## config.mk

```make
export PLATFORM = sky130hd
export DESIGN_NAME = disp_stream_writer
export DESIGN_NICKNAME = d
export VERILOG_FILES = /design/src/rtl/stereo_pkg.sv /design/src/rtl/disp_fifo.sv /design/src/rtl/disp_stream_writer.sv
export SDC_FILE = /design/constraint.sdc
export NUM_CORES = 1
export LEC_CHECK = 0
export ABC_AREA = 1
export CORE_MARGIN = 3
export CORE_UTILIZATION = 50
export CTS_CLUSTER_DIAMETER = 30
export DETAILED_ROUTE_END_ITERATION = 6
export GPL_TIMING_DRIVEN = 0
export PLACE_DENSITY = 0.66
export REMOVE_ABC_BUFFERS = 1
export SYNTH_ARGS = -nofsm -noshare
export SYNTH_HDL_FRONTEND = slang
export SYNTH_SLANG_ARGS = --single-unit
```

## constraint.sdc

```tcl
create_clock -name i_clk -period 6 [get_ports i_clk]
set_input_delay 1.8 -clock i_clk [delete_from_list [all_inputs] [get_ports i_clk]]
set_output_delay 1.8 -clock i_clk [all_outputs]
set_load 0.02 [all_outputs]
```

## src/rtl/stereo_pkg.sv

```systemverilog
// -----------------------------------------------------------------------------
// stereo_pkg
// Shared constants and width helpers for the stereo pipeline blocks.
//   LANE_W      : width of one byte lane in packed output words
//   lane_count  : number of byte lanes in a word of width w
//   cnt_width   : bits needed for a counter spanning 0..n-1 (minimum 1)
// -----------------------------------------------------------------------------
package stereo_pkg;

   localparam int LANE_W = 8;

   function automatic int lane_count(input int w);
      return w / LANE_W;
   endfunction

   function automatic int cnt_width(input int n);
      return (n <= 2) ? 1 : $clog2(n);
   endfunction

endpackage

```

## src/rtl/disp_fifo.sv

```systemverilog
// -----------------------------------------------------------------------------
// disp_fifo
// Synchronous first-word-fall-through FIFO with a registered output stage.
// The head word is always present on o_rdata while o_valid is high; a word
// written into an empty FIFO appears on the output one cycle later.
//
// Ports:
//   i_clk, i_rstn : clock, asynchronous active-low reset
//   i_clr         : synchronous clear (drops all contents)
//   i_push        : write i_wdata (ignored when full and not popping)
//   i_wdata       : write data, DW bits
//   i_pop         : consume the head word (ignored when empty)
//   o_valid       : head word valid
//   o_rdata       : head word, held stable until popped
//   o_count       : number of stored words, 0..DEPTH
// -----------------------------------------------------------------------------
module disp_fifo
   import stereo_pkg::*;
#(
   parameter int DW    = 34,
   parameter int DEPTH = 16,
   localparam int AW   = cnt_width(DEPTH),
   localparam int CW   = cnt_width(DEPTH + 1)
)(
   input  logic          i_clk,
   input  logic          i_rstn,
   input  logic          i_clr,
   input  logic          i_push,
   input  logic [DW-1:0] i_wdata,
   input  logic          i_pop,
   output logic          o_valid,
   output logic [DW-1:0] o_rdata,
   output logic [CW-1:0] o_count
);

   localparam logic [CW-1:0] CNT_FULL = CW'(DEPTH);

   logic [DW-1:0] mem [DEPTH];
   logic [AW-1:0] wr_ptr_q, rd_ptr_q, rd_next;
   logic [CW-1:0] count_q, cnt_after_pop, count_d;
   logic [DW-1:0] rdata_q, rdata_d;
   logic          valid_q, valid_d;
   logic          push_en, pop_en;

   assign pop_en  = i_pop & valid_q;
   assign push_en = i_push & ((count_q != CNT_FULL) | pop_en);

   // NOTE: every signal assigned in always_comb gets a default on entry, so
   // no path leaves it unassigned and no latch is inferred.
   always_comb begin
      cnt_after_pop = count_q - CW'(pop_en);
      count_d       = cnt_after_pop + CW'(push_en);
      rd_next       = rd_ptr_q + AW'(pop_en);
      valid_d       = (count_d != '0);
      rdata_d       = rdata_q;
      // When the incoming word becomes the head it has not reached memory
      // yet, so it is routed straight into the output register.
      if (push_en && (cnt_after_pop == '0)) begin
         rdata_d = i_wdata;
      end else if (count_d != '0) begin
         rdata_d = mem[rd_next];
      end
   end

   // NOTE: storage array has no reset; it is only read behind a valid count,
   // and leaving it unreset lets it map onto plain RAM.
   always_ff @(posedge i_clk) begin
      if (push_en) begin
         mem[wr_ptr_q] <= i_wdata;
      end
   end

   // NOTE: sequential state uses non-blocking assignments so every register
   // samples pre-edge values regardless of statement order.
   always_ff @(posedge i_clk or negedge i_rstn) begin
      if (!i_rstn) begin
         wr_ptr_q <= '0;
         rd_ptr_q <= '0;
         count_q  <= '0;
         rdata_q  <= '0;
         valid_q  <= 1'b0;
      end else if (i_clr) begin
         wr_ptr_q <= '0;
         rd_ptr_q <= '0;
         count_q  <= '0;
         rdata_q  <= '0;
         valid_q  <= 1'b0;
      end else begin
         if (push_en) begin
            wr_ptr_q <= wr_ptr_q + AW'(1);
         end
         rd_ptr_q <= rd_next;
         count_q  <= count_d;
         rdata_q  <= rdata_d;
         valid_q  <= valid_d;
      end
   end

   assign o_valid = valid_q;
   assign o_rdata = rdata_q;
   assign o_count = count_q;

endmodule

```

## src/rtl/disp_stream_writer.sv

```systemverilog
// -----------------------------------------------------------------------------
// disp_stream_writer
// Sink for the disparity stream. Tracks column/row within the frame, packs
// zero-extended samples into W-bit words (lane 0 first), buffers them in a
// FWFT FIFO and presents them on a valid/ready link with frame markers.
//
// Ports:
//   i_clk, i_rstn  : clock, asynchronous active-low reset
//   i_dval, i_data : disparity sample strobe and value (DBIT bits)
//   i_soft_clr     : synchronous resync; drops partial word, FIFO, position
//   o_tvalid       : output word valid
//   i_tready       : downstream accepts word
//   o_tdata        : packed word, lane k = bits [8k+7:8k]
//   o_tuser        : word holds the first sample of a frame
//   o_tlast        : word holds the last sample of a frame
//   o_overflow     : sticky, a word was dropped on a full FIFO
//   o_frame_done   : one-cycle pulse per completed frame
//   o_frame_cnt    : completed frame counter, wraps
// -----------------------------------------------------------------------------
module disp_stream_writer
   import stereo_pkg::*;
#(
   parameter int D      = 64,
   parameter int COLS   = 450,
   parameter int ROWS   = 375,
   parameter int W      = 32,
   parameter int DEPTH  = 16,
   localparam int DBIT  = $clog2(D)
)(
   input  logic            i_clk,
   input  logic            i_rstn,
   input  logic            i_dval,
   input  logic [DBIT-1:0] i_data,
   input  logic            i_soft_clr,
   output logic            o_tvalid,
   input  logic            i_tready,
   output logic [W-1:0]    o_tdata,
   output logic            o_tuser,
   output logic            o_tlast,
   output logic            o_overflow,
   output logic            o_frame_done,
   output logic [15:0]     o_frame_cnt
);

   localparam int P       = lane_count(W);
   localparam int COL_W   = cnt_width(COLS);
   localparam int ROW_W   = cnt_width(ROWS);
   localparam int LANE_IW = cnt_width(P);
   localparam int CNT_W   = cnt_width(DEPTH + 1);
   localparam int FW      = W + 2;

   localparam logic [COL_W-1:0]   COL_LAST  = COL_W'(COLS - 1);
   localparam logic [ROW_W-1:0]   ROW_LAST  = ROW_W'(ROWS - 1);
   localparam logic [LANE_IW-1:0] LANE_LAST = LANE_IW'(P - 1);
   localparam logic [CNT_W-1:0]   CNT_FULL  = CNT_W'(DEPTH);

   logic [COL_W-1:0]   col_q;
   logic [ROW_W-1:0]   row_q;
   logic [LANE_IW-1:0] lane_q;
   logic [W-1:0]       pack_q, pack_next;
   logic               sof_q;
   logic               ovf_q;
   logic               done_q;
   logic [15:0]        fcnt_q;

   logic               sample, at_first, at_last, word_end;
   logic               push_req, push_ok, drop, pop;
   logic [FW-1:0]      push_word, fifo_rdata;
   logic [CNT_W-1:0]   fifo_count;
   logic               fifo_valid;

   // A strobe coinciding with a resync is discarded.
   assign sample   = i_dval & ~i_soft_clr;
   assign at_first = (col_q == '0) && (row_q == '0);
   assign at_last  = (col_q == COL_LAST) && (row_q == ROW_LAST);
   assign word_end = (lane_q == LANE_LAST) || at_last;

   assign pop      = fifo_valid & i_tready;
   assign push_req = sample & word_end;
   assign push_ok  = push_req & ((fifo_count != CNT_FULL) | pop);
   assign drop     = push_req & ~push_ok;

   // Current pack register with the incoming sample dropped into its lane.
   // Lanes above the write lane are still zero, which pads partial words.
   always_comb begin
      pack_next = pack_q;
      for (int k = 0; k < P; k++) begin
         if (lane_q == LANE_IW'(k)) begin
            pack_next[k*LANE_W +: LANE_W] = LANE_W'(i_data);
         end
      end
   end

   assign push_word = {at_last, sof_q | at_first, pack_next};

   always_ff @(posedge i_clk or negedge i_rstn) begin
      if (!i_rstn) begin
         col_q  <= '0;
         row_q  <= '0;
         lane_q <= '0;
         pack_q <= '0;
         sof_q  <= 1'b0;
         ovf_q  <= 1'b0;
         done_q <= 1'b0;
         fcnt_q <= '0;
      end else if (i_soft_clr) begin
         // Frame counter survives a resync.
         col_q  <= '0;
         row_q  <= '0;
         lane_q <= '0;
         pack_q <= '0;
         sof_q  <= 1'b0;
         ovf_q  <= 1'b0;
         done_q <= 1'b0;
      end else begin
         done_q <= sample & at_last;
         if (drop) begin
            ovf_q <= 1'b1;
         end
         if (sample) begin
            // Position advances even for dropped words to keep alignment.
            if (col_q == COL_LAST) begin
               col_q <= '0;
               row_q <= (row_q == ROW_LAST) ? '0 : row_q + ROW_W'(1);
            end else begin
               col_q <= col_q + COL_W'(1);
            end
            // Word boundary also at frame end, so each frame starts at lane 0.
            if (word_end) begin
               lane_q <= '0;
               pack_q <= '0;
               sof_q  <= 1'b0;
            end else begin
               lane_q <= lane_q + LANE_IW'(1);
               pack_q <= pack_next;
               sof_q  <= sof_q | at_first;
            end
            if (at_last) begin
               fcnt_q <= fcnt_q + 16'd1;
            end
         end
      end
   end

   disp_fifo #(
      .DW    (FW),
      .DEPTH (DEPTH)
   ) u_fifo (
      .i_clk   (i_clk),
      .i_rstn  (i_rstn),
      .i_clr   (i_soft_clr),
      .i_push  (push_ok),
      .i_wdata (push_word),
      .i_pop   (pop),
      .o_valid (fifo_valid),
      .o_rdata (fifo_rdata),
      .o_count (fifo_count)
   );

   assign o_tvalid     = fifo_valid;
   assign o_tdata      = fifo_rdata[W-1:0];
   assign o_tuser      = fifo_rdata[W];
   assign o_tlast      = fifo_rdata[W+1];
   assign o_overflow   = ovf_q;
   assign o_frame_done = done_q;
   assign o_frame_cnt  = fcnt_q;

endmodule
```

# ---- Word-level counts from Yosys, hierarchy flattened
# Memory sizes are Yosys's and may differ from the RTL's.
# Cells that the tools add are included.
dict set report totals {
  input_bits 11
  output_inout_bits 53
  reg_bits 119
  wordCells 90
  n_memories 1
  mem_bits_rw 544
}
# memory depth width read_ports rd_clocked_by_memory_dff write_ports line
set mem_list {}
lappend mem_list {u_fifo.mem 16 34 1 0 1 disp_fifo.sv:38} ;# logic [DW-1:0] mem [DEPTH];
dict set report classes {
  bitwise 13
  n_eq_ne 6
  muxes 33
  n_reduce_logical 16
  n_addsub 8
}
# op count
set op_table {}
lappend op_table {{34-bit two-way mux} 3}
lappend op_table {{32-bit two-way mux} 3}
lappend op_table {{9-bit two-way mux} 7}
lappend op_table {{8-bit two-way mux} 4}
lappend op_table {{9-bit by 1-bit adder with 9-bit output, second input constant} 2}
lappend op_table {{9-bit == test, second input constant} 2}
lappend op_table {{9-bit zero test} 2}
lappend op_table {{16-bit by 1-bit adder with 16-bit output, second input constant} 1}
lappend op_table {{4-bit two-way mux} 3}
lappend op_table {{1-bit two-way mux} 9}
lappend op_table {{1-bit bitwise AND} 8}
lappend op_table {{2-bit nonzero test} 4}
lappend op_table {{2-bit two-way mux} 3}
lappend op_table {{5-bit by 1-bit adder with 5-bit output} 1}
lappend op_table {{5-bit zero test} 1}
lappend op_table {{5-bit two-way mux} 1}
lappend op_table {{5-bit != test, second input constant} 1}
lappend op_table {{5-bit nonzero test} 1}
lappend op_table {{5-bit by 1-bit subtractor with 5-bit output} 1}
lappend op_table {{4-bit by 1-bit adder with 4-bit output} 1}
lappend op_table {{4-bit by 1-bit adder with 4-bit output, second input constant} 1}
lappend op_table {{2-bit == test, second input constant} 2}
lappend op_table {{1-bit logical AND} 3}
lappend op_table {{1-bit OR} 3}
lappend op_table {{8 further kinds} 9}

# ---- Longest topological paths before layout
dict set report depth {
  depth_word 11
  ltp_mapped 23
  ltp_nobuf 22
}

# ---- Modules after synthesis
# A second synthesis with hierarchy kept.
dict set report unflattened {
  hier_cells 2698
  hier_area_um2 28602.4
}
# mod cells_each n_inst area_each_um2 seq_area_each_um2
set modules_own_cells {}
lappend modules_own_cells {disp_fifo 2179 1 24492.2 17536.8}
lappend modules_own_cells {disp_stream_writer 519 1 4110.2 1776.7}

# ---- Least setup slack after synthesis
# OpenSTA, ideal clock, no wires.
dict set report synth_timing {
  path_kind {in2reg}
  startpoint {input port i_dval}
  endpoint {memory u_fifo.mem[1][0] (enable)}
  n_path_buf 1
  path_stages 5
  setup_slack_ns 0.684
  setup_time_ns 0.468
  t_required_ns 5.532
  arrival_ns 4.848
  path_cell_list {inv_1 -> nor2_1 -> nand3_4 -> buf_1 -> nor3_1}
}
dict set report synth_between {
  elab_chain_cells 6
}
# element line
set synth_lines {}
lappend synth_lines {{start: declaration} disp_stream_writer.sv:32} ;# input logic i_dval,
lappend synth_lines {{1-bit bitwise AND} disp_stream_writer.sv:73} ;# assign sample = i_dval & ~i_soft_clr;
lappend synth_lines {{1-bit bitwise AND} disp_stream_writer.sv:79} ;# assign push_req = sample & word_end;
lappend synth_lines {{1-bit bitwise AND} disp_stream_writer.sv:80} ;# assign push_ok = push_req & ((fifo_count != CNT_FULL) | pop);
lappend synth_lines {{1-bit bitwise AND} disp_fifo.sv:46} ;# assign push_en = i_push & ((count_q != CNT_FULL) | pop_en);
lappend synth_lines {{1-bit two-way mux} disp_fifo.sv:68} ;# if (push_en) begin
lappend synth_lines {{1-bit two-way mux (implied by the code)} disp_fifo.sv:69} ;# mem[wr_ptr_q] <= i_wdata;
lappend synth_lines {{end: declaration} disp_fifo.sv:38}
# No other way between the ends.

# ---- Final worst setup path
dict set report layout_timing {
  startpoint {input port i_soft_clr}
  endpoint {register u_fifo.rdata_q[24], in the netlist u_fifo.o_rdata[24]}
}
dict set report layout_between {
  elab_chain_cells 8
  elab_cells_between_ends 11
  cone_classes {add/sub (1); mux (2); bitwise (5); reduce/logical (3)}
}
# element line
set layout_lines {}
lappend layout_lines {{start: declaration} disp_stream_writer.sv:34} ;# input logic i_soft_clr,
lappend layout_lines {{1-bit inverter (no line)} n/a}
lappend layout_lines {{1-bit bitwise AND} disp_stream_writer.sv:73}
lappend layout_lines {{1-bit bitwise AND} disp_stream_writer.sv:79}
lappend layout_lines {{1-bit bitwise AND} disp_stream_writer.sv:80}
lappend layout_lines {{1-bit bitwise AND} disp_fifo.sv:46}
lappend layout_lines {{5-bit by 1-bit adder with 5-bit output / 1-bit logical AND (equally long branches)} {disp_fifo.sv:52, disp_fifo.sv:58}}
lappend layout_lines {{5-bit nonzero test / 34-bit two-way mux (equally long branches)} {disp_fifo.sv:60, disp_fifo.sv:58}}
lappend layout_lines {{3-bit nonzero test (no line) / 34-bit two-way mux (equally long branches)} n/a}
lappend layout_lines {{end signal: assignment} disp_fifo.sv:94} ;# rdata_q <= rdata_d;
lappend layout_lines {{end: declaration} disp_fifo.sv:41} ;# logic [DW-1:0] rdata_q, rdata_d;
# Parallel ways exist; a longest one is shown, timed or not.
# A chain may end at the register's enable or synchronous reset.

==> metrics <==
status=finished, final reports clean; area grow syn2layout=23.62%; Slew @ Worst Pin=1.377 ns; Worst Setup End Kind=register; latest clock arrival within the worst-skew pair=roughly 0.7 ns; hold_buf cts=0; synthesized area=roughly 28000 um2; main combinational cell family by area after synthesis=simple AND/OR/NAND/NOR gates; P_leak=~14 nW; Crit path largest cell delay=0.74 ns; Initial Util=51.02%; Worst Skew=~0.028 ns; max-cap viol count=0; Worst Path Max Fanout=35; Hold Path Origin=u_fifo.o_rdata[11]; final period utilization=89.26%; TritonCTS Buffers=130; HPWL Detailed=roughly 42000 um; Sw Ratio=around 29%; DP Worst Slack=~0.034 ns; fmax=about 0.19 GHz; clk slew on worst S/H paths=roughly 0.040 ns; final hold vios=0; mux contribution to synthesized area=0%; P_sw=approximately 4.4 mW; final layout net count=about 2700; WS Path Type=in2reg; Seq/Total Area, Yosys=about 70%; ordered list of cells on the worst path=buf_2 -> buf_12 -> nor2_1 -> nand3_4 -> clkinv_4 -> ha_1 -> ha_1 -> inv_1 -> nand2_1 -> nor2_1 -> nand3_1 -> nor2_1 -> nand3_4 -> inv_4 -> nand2_1 -> nand2_1; clk buf depth=3; adder-cell share of the synthesized area=less than 1%; die area=a little under 60000 um2; FF+latch area=about 19000 um2; family with the most delay on the worst path=simple AND/OR/NAND/NOR gates; layout cells sized above 1=11.62%; CORE AREA=54240 um2; CTS tree=done; crit start category=input port; drt drc=0; global-route wire length before repair=between 100000 and 150000 um; simple-gate area share of the yosys netlist=about 22%; final antenna diode count=0; postcts setup bufs=0; Die Wd=241.3 um; final worst slack=approximately 0.64 ns; row count=85; worst r2r src=lane_q[0]; worst hold-check path type=reg2reg; via count=approximately 20000; CTS resizes=0; buffers and inverters on the worst path=5; Flop pwr share=approximately a third; Slew HR=approximately 8.0%; number of antenna violations at the first check in global routing=0; syn avg cell area=~11 um2; die height=241.3 um; Top Ports=64; total grt overflow=0; Mapped Cells=2535; post-synth cell types=33; drt total wl=between 70000 and 80000 um; filler cell count=around 4000; combinational group share of total power=a little under a fifth; Yosys reg bits=roughly 660; Internal Power=10.87 mW; synthesized-area fraction occupied by xor and xnor cells=less than 1%; RSZ-0062 raised after global routing=no; highest-delay cell along the critical path=inv_4; TritonRoute pass-1 iters=7; crit path launch=i_soft_clr; Vias/cell=between 5 and 6; Yosys warnings=0; multi-input combinational cell area=between 7000 and 8000 um2; Final Critical Period=~5.4 ns; Placed Cells=approximately 3200; Clock Power Share=a little under half; DR iter-0 viols=approximately 2100; Pwr Density=between 400 and 500 nW/um2; TritonCTS Sinks=about 660; vias in the first global route=~19000; Post-DRT Antenna Nets=0; I/O Buffers=between 60 and 70; htree depth=4; largest net degree at the start of global routing=around 160; Compound-Gate Fraction of Synth Area=between 2 and 2.5%; Final Util=between 60% and 70%; Clock Root Buffer=clkbuf_16; gp weighted congestion=0.7887; Data required, critical path=between 6 and 7 ns; number of max-slew violations in the final report=0; arrival time worst endpoint=5.97 ns; post-route insts no fill=3467; post-DR wirelength/cell=between 20 and 25 um; Total GRT Usage=between 20 and 30%; Peak VDD IR=roughly 0.37 mV; Final setup viols=0
## synthesized netlist by cell type (all sizes together)
library cell / count / area share (%)
buf: 42 / 0.81
nand3b: 1 / 0.027
a211oi: 1 / 0.027
nand3: 533 / 9.7
o21ai: 67 / 1.2
nor2: 57 / 0.91
dfrtp: 119 / 11
nand4: 4 / 0.090
xor2: 10 / 0.32
edfxtp: 544 / 59
a21oi: 62 / 1.1
xnor2: 7 / 0.25
ha: 21 / 0.95
clkinv: 1 / 0.032
or2: 3 / 0.068
nor4: 4 / 0.090
clkbuf: 97 / 1.3
nand2: 818 / 11
o22ai: 2 / 0.045
inv: 120 / 1.6
a22oi: 1 / 0.027
nor3: 20 / 0.36
a221oi: 1 / 0.032
## layout make-up
class	instances	share of cell area, %
clock inverters	73	2.421
clock buffers	167	10.36
repair buffers	135	5.069
well taps	696	2.545
flip-flops and latches	663	56.45
inverters	121	1.393
multi-input cells	1612	21.76
## flip-flops by register name (all words and copies together) (netlist names)
register         cells
col_q                9
u_fifo.o_valid       1
pack_q              32
u_fifo.wr_ptr_q      4
lane_q               2
u_fifo.o_count       5
o_overflow           1
o_frame_cnt         16
u_fifo.o_rdata      34
u_fifo.rd_ptr_q      4
row_q                9
sof_q                1
o_frame_done         1
u_fifo.mem         544
## power by group through the flow
stage | clock network [mW] | logic (mW) | registers [mW]
finish | 7.12 | 2.92 | 5.27
global route | 7.43 | 3.25 | 5.29
CTS | 7.19 | 2.92 | 5.28
detailed placement | 0 | 2.89 | 5.35
global placement | 0 | 2.72 | 5.34
floorplan | 0 | 1.99 | 5.47
## cells by family after synthesis
logic type / after synthesis
AND/OR/NAND/NOR: 1440
flip-flops: 663
buffers and inverters: 260
AO/OA/AOI/OAI: 134
adder cells (fa/ha/maj): 21
XOR/XNOR: 17
## per-layer routing
metal	vias to the layer above	global-route usage, %	routed length (um)
met2	934	40.70	34360
met1	9492	35.34	30330
met5	-	0	0
met4	0	10.14	2236
met3	182	5.635	6778
li1	9036	-	-
## cell usage in the layout (no fill, tap or decap), types with 3 or more instances in the layout
master           count
a21oi_1             62
buf_12               4
buf_16              14
buf_4                4
buf_6               38
buf_8               13
bufinv_16           14
clkbuf_1            24
clkbuf_16          132
clkbuf_8            11
clkdlybuf4s50_1     61
clkinv_1            11
clkinv_2            20
clkinv_4             6
clkinv_8             3
clkinvlp_4          10
dfrtp_1            119
edfxtp_1           544
ha_1                19
inv_1              113
inv_2                3
inv_6               10
nand2_1            815
nand3_1            531
nand4_1              4
nor2_1              46
nor2_2               3
nor2_4               8
nor3_1               8
nor3_2              12
nor4_1               4
o21ai_0             67
or2_2                3
xnor2_1              5
xor2_1              10
## through the flow
step	power [mW]	setup TNS [ns]	area [um2]	hold slack, ns
2_1_floorplan	7.457	-267.01	27080	0.4478
3_3_place_gp	8.062	-3546.60	28590	0.4612
3_5_place_dp	8.239	0	29840	0.4654
4_1_cts	15.38	0	34210	0.4773
5_1_grt	15.97	0	34210	0.4912
6_report	15.31	0	34210	0.4745
## tightest hold or removal path: cells and delay by family (launching register included)
kind             cells  cell delay (ns)
flip-flops           1             0.33
AND/OR/NAND/NOR      2             0.10
## path summary, 6_finish.rpt
kind	end	slack [ns]	cells past startpoint
max in group asynchronous	u_fifo.o_rdata[20]	4.12	2
hold / removal	u_fifo.o_rdata[11]	0.47	2
min in group asynchronous	o_frame_cnt[7]	1.07	1
setup reg to reg	u_fifo.o_rdata[24]	1.46	17
hold reg to reg	u_fifo.o_rdata[11]	0.47	2
setup / recovery	u_fifo.o_rdata[24]	0.64	16
(Power assumes the default switching activity.)
